$ cat config.mk
export PLATFORM = sky130hd
export DESIGN_NAME = alu_share_arbiter
export DESIGN_NICKNAME = d
export VERILOG_FILES = /design/src/rtl/alu_share_arbiter.sv
export SDC_FILE = /design/constraint.sdc
export NUM_CORES = 1
export LEC_CHECK = 0
export BUFFER_PORTS_ARGS = -buffer_cell sky130_fd_sc_hd__buf_2
export CAP_MARGIN = 20
export CORE_AREA = 2 2 108 110
export CTS_CLUSTER_SIZE = 25
export DETAILED_ROUTE_END_ITERATION = 10
export DIE_AREA = 0 0 110 112
export PLACE_DENSITY = 0.73
export SETUP_SLACK_MARGIN = 0.3
export SYNTH_ARGS = -nofsm -noshare
export SYNTH_HDL_FRONTEND = slang
export SYNTH_SLANG_ARGS = --single-unit
export TNS_END_PERCENT = 100
$ cat constraint.sdc
create_clock -name clk -period 1.65 [get_ports clk]
set_input_delay 0.33 -clock clk [delete_from_list [all_inputs] [get_ports clk]]
set_output_delay 0.33 -clock clk [all_outputs]
set_load 0.05 [all_outputs]
$ cat src/rtl/alu_share_arbiter.sv
// Shares one combinational ALU between two requesters. A single result register holds the
// last accepted result until its owner consumes it, and a new operation may refill it in the
// same cycle the old result is drained.
module alu_share_arbiter #(
  parameter bit RR_EN = 1'b1
) (
  input  logic        clk,
  input  logic        rst,

  input  logic        req0_valid,
  output logic        req0_ready,
  input  logic [31:0] req0_a,
  input  logic [31:0] req0_b,
  input  logic [3:0]  req0_ctrl,

  input  logic        req1_valid,
  output logic        req1_ready,
  input  logic [31:0] req1_a,
  input  logic [31:0] req1_b,
  input  logic [3:0]  req1_ctrl,

  output logic        resp0_valid,
  input  logic        resp0_ready,
  output logic        resp1_valid,
  input  logic        resp1_ready,
  output logic [31:0] resp_result,
  output logic        resp_zero,

  output logic [31:0] alu_a,
  output logic [31:0] alu_b,
  output logic [3:0]  alu_control,
  input  logic [31:0] alu_result,
  input  logic        alu_is_zero
);

  typedef enum logic [0:0] {StIdle, StHold} state_e;

  state_e      state_q;
  logic        out_owner_q;
  logic [31:0] out_result_q;
  logic        out_zero_q;
  logic        last_grant_q;

  logic out_valid;
  logic owner_ready;
  logic can_accept;
  logic grant0;
  logic grant1;
  logic accept;

  assign out_valid   = (state_q == StHold);
  assign owner_ready = out_owner_q ? resp1_ready : resp0_ready;
  // Draining the held result frees the register for a new capture in the same cycle.
  assign can_accept  = !out_valid || owner_ready;

  always_comb begin
    grant0 = 1'b0;
    grant1 = 1'b0;
    if (!rst && can_accept) begin
      unique case ({req1_valid, req0_valid})
        2'b01: grant0 = 1'b1;
        2'b10: grant1 = 1'b1;
        2'b11: begin
          // last_grant_q == 0 means requester 0 won most recently, so requester 1 gets a turn.
          if (RR_EN && !last_grant_q) grant1 = 1'b1;
          else                        grant0 = 1'b1;
        end
        default: ;
      endcase
    end
  end

  assign accept     = grant0 | grant1;
  assign req0_ready = grant0;
  assign req1_ready = grant1;

  always_comb begin
    alu_a       = 32'd0;
    alu_b       = 32'd0;
    alu_control = 4'b0000;
    if (grant0) begin
      alu_a       = req0_a;
      alu_b       = req0_b;
      alu_control = req0_ctrl;
    end else if (grant1) begin
      alu_a       = req1_a;
      alu_b       = req1_b;
      alu_control = req1_ctrl;
    end
  end

  always_ff @(posedge clk) begin
    if (rst) begin
      state_q      <= StIdle;
      out_owner_q  <= 1'b0;
      out_result_q <= 32'd0;
      out_zero_q   <= 1'b0;
      last_grant_q <= 1'b1;
    end else if (accept) begin
      state_q      <= StHold;
      out_owner_q  <= grant1;
      out_result_q <= alu_result;
      out_zero_q   <= alu_is_zero;
      last_grant_q <= grant1;
    end else if (out_valid && owner_ready) begin
      state_q <= StIdle;
    end
  end

  assign resp0_valid = out_valid && !out_owner_q;
  assign resp1_valid = out_valid && out_owner_q;
  assign resp_result = out_result_q;
  assign resp_zero   = out_zero_q;

endmodule

## Yosys cells after proc, flatten, opt, wreduce, memory -nomap -nowiden

Index checks and enable logic that the tools add are counted.

- Input port bits: 175
- Output and inout bits: 105
- Word-level logic and storage cells: 33
- Bits in registers: 36

- Muxes and demuxes: 15
- Reduce and logical (&&, ||, !) cells: 9
- Bitwise logic cells: 1
- Eq/ne operators: 3

Operators by type and width:

| cell | count |
|---|---|
| two-way mux 32 bit | 4 |
| two-way mux 4 bit | 2 |
| two-way mux 1 bit | 7 |
| == test 2 bit, second input constant | 2 |
| logical AND 1 bit | 4 |
| one-hot mux 1 bit (2 select lines) | 2 |
| logical NOT 1 bit | 3 |
| == test 2 x 1 -> 1 bit, second input constant | 1 |
| nonzero test 2 bit | 1 |
| logical OR 1 bit | 1 |
| bitwise OR 1 bit | 1 |

## Depth between registers and ports, before layout

- Word-level depth: 6
- Gate-level depth with buffers: 5

## Worst setup path before layout

No wires, ideal clock.

- Path kind: input to output
- From: input req0_valid
- To: output alu_a[12]
- Arrival: 1872 ps
- Buffers on the path: 3
- Path slack: -552 ps
- Stages on the path: 5
- Cells stage by stage: buf_2 buf_2 clkbuf_1 o211ai_1 a21oi_1

- Cells in the longest elaborated chain, start to end: 5
- Elaborated cells between the ends (all ways): 9
- Classes of those cells: eq/ne: 3; mux: 6

RTL lines:

| what | RTL line | source |
|---|---|---|
| start, declared | 10 | `input logic req0_valid,` |
| == test 2 bit | 60 | `unique case ({req1_valid, req0_valid})` |
| one-hot mux 1 bit (2 select lines) | 60 |  |
| two-way mux 1 bit | 59 | `if (!rst && can_accept) begin` |
| two-way mux 32 bit | 85 | `end else if (grant1) begin` |
| two-way mux 32 bit (*) | 81 | `if (grant0) begin` |
| end, declared | 29 | `output logic [31:0] alu_a,` |

Every way passes the cells marked *; elsewhere a longest branch is shown, timed or not.

## Worst setup path in the final report

- From: register out_owner_q
- To: output alu_a[31]

- Cells in the longest elaborated chain, start to end: 6
- Elaborated cells between the ends (all ways): 7
- Classes of those cells: mux: 5; reduce/logical: 2

RTL lines:

| what | RTL line | source |
|---|---|---|
| start, declared | 39 | `logic out_owner_q;` |
| start signal, assigned | 101 | `out_owner_q <= grant1;` |
| two-way mux 1 bit (*) | 52 | `assign owner_ready = out_owner_q ? resp1_ready : resp0_ready;` |
| logical OR 1 bit (*) | 54 | `assign can_accept = !out_valid \|\| owner_ready;` |
| logical AND 1 bit (*) | 59 |  |
| two-way mux 1 bit | 59 |  |
| two-way mux 32 bit | 85 |  |
| two-way mux 32 bit (*) | 81 |  |

Marks and branches as above.

==> flow_results.org <==
** Timing
- The worst pin sits at a relative slew slack of between 70% and 80%.
- Slew of the pin with the lowest slew margin :: 0.3307 ns
- Peak clock frequency supported by timing :: 499.9 MHz
- Subtracting the final worst setup slack from the clock period gives 2.000 ns.
- After layout, the worst path uses 121.2% of the clock period.
- Worst hold-check slack :: 0.2653 ns
- The number of pins with negative max-slew slack in the final report was 0.
- RSZ-0062 raised after global routing :: true
- Aggregate negative setup slack :: -24.17 ns
- Clock skew after layout :: around 0.006 ns
- Setup violations remaining at the end of the flow were counted as 103.
- The number of hold-slack violations in the final timing report was 0.
- Setup slack of the critical path after layout :: -0.3503 ns

** Clocking
- The later pin in the worst-skew pair is clocked with a latency of 0.28 ns.
- Library cell used as clock root buffer :: sky130_fd_sc_hd__clkbuf_16
- The clock tree synthesis step divided the H-tree into 2 levels.
- Maximum root-to-sink buffer count :: 2
- TritonCTS clock tree :: done
- Hold buffer count at CTS :: 0
- Clock-pin slew was measured on the worst setup and hold paths at roughly 0.06 ns.
- The number of clock buffers added by TritonCTS is 5.
- The clock net in this run drives a total of 36 sinks.

** Floorplanning
- Die outline area :: between 10000 and 15000 µm²
- The initial utilization of the core area, before any placement, comes to 25.36%.
- Count of standard-cell rows :: 39
- Height of the die :: 112 µm
- During I/O placement, the number of pins put on the boundary was 280.
- In this run the horizontal extent of the chip is around 110 µm.
- The total area inside the core boundary comes to about 11000 µm².

** Critical path
- The largest single stage delay on the critical path is around 0.34 ns.
- On the critical path, the stage with the largest delay is an instance of sky130_fd_sc_hd__dfxtp_2.
- Sort of element at the end of the critical path :: output pin
- Counting both buffers and inverters, the worst setup path holds a total of 3.
- Cell type group with the largest total delay on the critical path :: buffers and inverters
- The critical path in this run is classified as reg2out.
- The signal on the critical path passes through mux2i_4 -> a21o_4 -> buf_4 -> buf_6 -> a21oi_4 -> buf_6.
- STA classifies the critical path startpoint as a flip-flop.
- For the worst setup path, the data arrival time is roughly 1.7 ns.
- Of all nets on the critical path, the largest fanout is 6.
- At the worst endpoint, the required time is ~1.3 ns.
- In this design, the critical path's most frequently occurring cell is sky130_fd_sc_hd__buf_6.

** Placed design
- After detailed placement, the total cell area comes to about 5400 µm².
- At the end of routability-driven placement, the weighted congestion stood at between 0.7 and 0.8.
- The HPWL after detailed placement is around 9500 µm.
- In this run the tool buffered the top-level ports with around 280 buffer cells.

** Yosys
- Synth cell count leaders :: sky130_fd_sc_hd__o211ai_1 (136), sky130_fd_sc_hd__a21oi_1 (69), sky130_fd_sc_hd__clkbuf_1 (43), sky130_fd_sc_hd__dfxtp_1 (36), sky130_fd_sc_hd__a22o_1 (30)
- Nets in the synthesized netlist :: roughly 540
- Distinct cell type count after synthesis :: 26
- The share of the Yosys chip area taken by registers is 25.43%.
- Syn Area/Cell :: between 7 and 8 µm²
- Summed over all instances, the cell type with the most area after synthesis is sky130_fd_sc_hd__o211ai_1.
- In this run the cell area of the synthesized design comes to between 2000 and 3000 µm².
- Of all flip-flops after synthesis, the portion carrying an async set or reset was 0%.
- EDFF count, synth :: 0
- Count of warnings emitted by yosys :: 0
- In the synthesized netlist, the number of instances is 360.
- Leading cell types by total area after synthesis :: sky130_fd_sc_hd__o211ai_1 (36%), sky130_fd_sc_hd__dfxtp_1 (25%), sky130_fd_sc_hd__a21oi_1 (12%)
- The synthesized design contains 36 register bits.
- Top cell type's share of synthesized area :: 36.03%
- The most common cell in the synthesized netlist is sky130_fd_sc_hd__o211ai_1.
- Flip-flop cell with the highest count after synthesis :: sky130_fd_sc_hd__dfxtp_1

** GRT
- Vias in the first global route :: 4467
- All-layer global routing usage :: 22.09%
- The initial antenna violation count came to 0.
- Total congestion overflow :: 0
- Largest net degree at the start of global routing :: 52
- Wire length of the first global-routing pass :: around 22000 µm

** Route
- Average wire length per cell after detail routing :: 18.26 µm
- Wires add up to between 10000 and 15000 µm.
- Detail Route Antenna Nets :: 0
- DRC errors left :: 0
- Initial DRT Pass Iterations :: 4
- Using the TritonRoute via totals, the vias-per-cell ratio works out to 5.570.
- The routed layout has ~4400 vias.
- First-iteration detailed-routing DRC count :: 385

** Run status
- Violations in the final reports :: negative setup slack
- The run finished, with violations left.

** Power
- For this design the total switching power over the nets is 1.961 mW.
- The share of total power dissipated in combinational logic is a little under three fifths.
- After layout, the design draws a total of around 4.6 mW.
- P_leak :: 2.562 nW
- Clock network fraction of total power :: between 20% and 30%
- Net switching is a little over two fifths of the power.
- Part of the power in registers :: about 22%
- Across the VDD grid, the largest voltage drop is 0.0007414 V.
- PwrDens :: just over 700 nW/µm²
- Internal Dissipation :: about 2.7 mW

** Final layout
- Once layout is complete, the utilization of the core stands at ~58%.
- 0 antenna diodes ended up in the layout.
- Layout net count :: ~820
- Area overhead of the layout relative to synthesis :: 127.6%
- Filler cell count :: 920
- Design Area, Final :: between 6000 and 7000 µm²
- The post-route netlist has ~67% of its cells at a drive strength greater than 1.

** Worst hold path
- In this run the worst hold path is classified as in2reg.

** Run
- The tool flagged a number of max-cap violations equal to 0.
==> final timing paths <==
check                                                   from                           end  slack (ns)  cells past startpoint
worst max register to register      out_owner_q$_SDFFE_PP0P_  resp_result[12]$_SDFFE_PP0P_       -0.12                      9
worst min register to register  resp_result[29]$_SDFFE_PP0P_  resp_result[29]$_SDFFE_PP0P_        0.47                      1
worst min-delay path                          alu_result[21]  resp_result[21]$_SDFFE_PP0P_        0.27                      2
worst max-delay path                out_owner_q$_SDFFE_PP0P_                     alu_a[31]       -0.35                      6
==> power groups by stage <==
stage	clock network (mW)	registers (mW)	logic, mW
global placement	0	1.00	2.16
detailed placement	0	1.00	2.20
CTS	1.05	0.989	2.53
finish	1.06	0.992	2.57
floorplan	0	1.22	1.34
global route	1.11	1.00	2.69
==> repair_timing <==
item                       in CTS  in global routing
setup endpoints to repair     105                106
gates resized for setup       160                  8
pin swaps                      13                  0
cloned                          7                  0
buffers inserted               13                  3
==> cell usage in the layout (no fill, tap or decap), drive strengths merged, types with 2 or more instances in the layout <==
cell,instances
inv,6
buf,337
o211ai,136
dfxtp,36
nor3,3
a211oi,5
a22o,33
a21oi,69
nor2,2
clkbuf,6
==> routing by layer <==
metal	global-route usage [%]	vias up	routed length (µm)
met2	42.90	228	7671
met3	3.279	37	1071
met4	6.329	0	316
met1	23.93	2098	5328
li1	-	2026	-
met5	0	-	0
==> final cells by class <==
cell class,count,area [µm²],area share (%)
repair buffers,337,2718,42.13
clock inverters,2,35.03,0.5432
well taps,143,178.9,2.774
clock buffers,6,128.9,1.998
multi-input cells,258,2640,40.93
flip-flops and latches,36,724.4,11.23
inverters,6,25.02,0.3880
==> metrics by stage <==
stage	std cells	setup slack (ns)
2_1_floorplan	360	-0.1375
3_3_place_gp	756	-0.3425
3_5_place_dp	757	-0.1374
4_1_cts	785	-0.3457
5_1_grt	788	-0.4085
6_report	788	-0.3503
==> kinds of logic after synthesis <==
kind of cell	Yosys count	share of synthesized area (%)
buf+inv	66	10.37
compound gates	248	62.07
flops	36	25.43
mux	1	0.4855
simple gates	9	1.634
==> registers in the layout, indices dropped and copies added, names as in the netlist <==
register	count
resp_result	32
last_grant_q	1
out_owner_q	1
out_valid	1
resp_zero	1
Power figures use the tool's default switching activity.
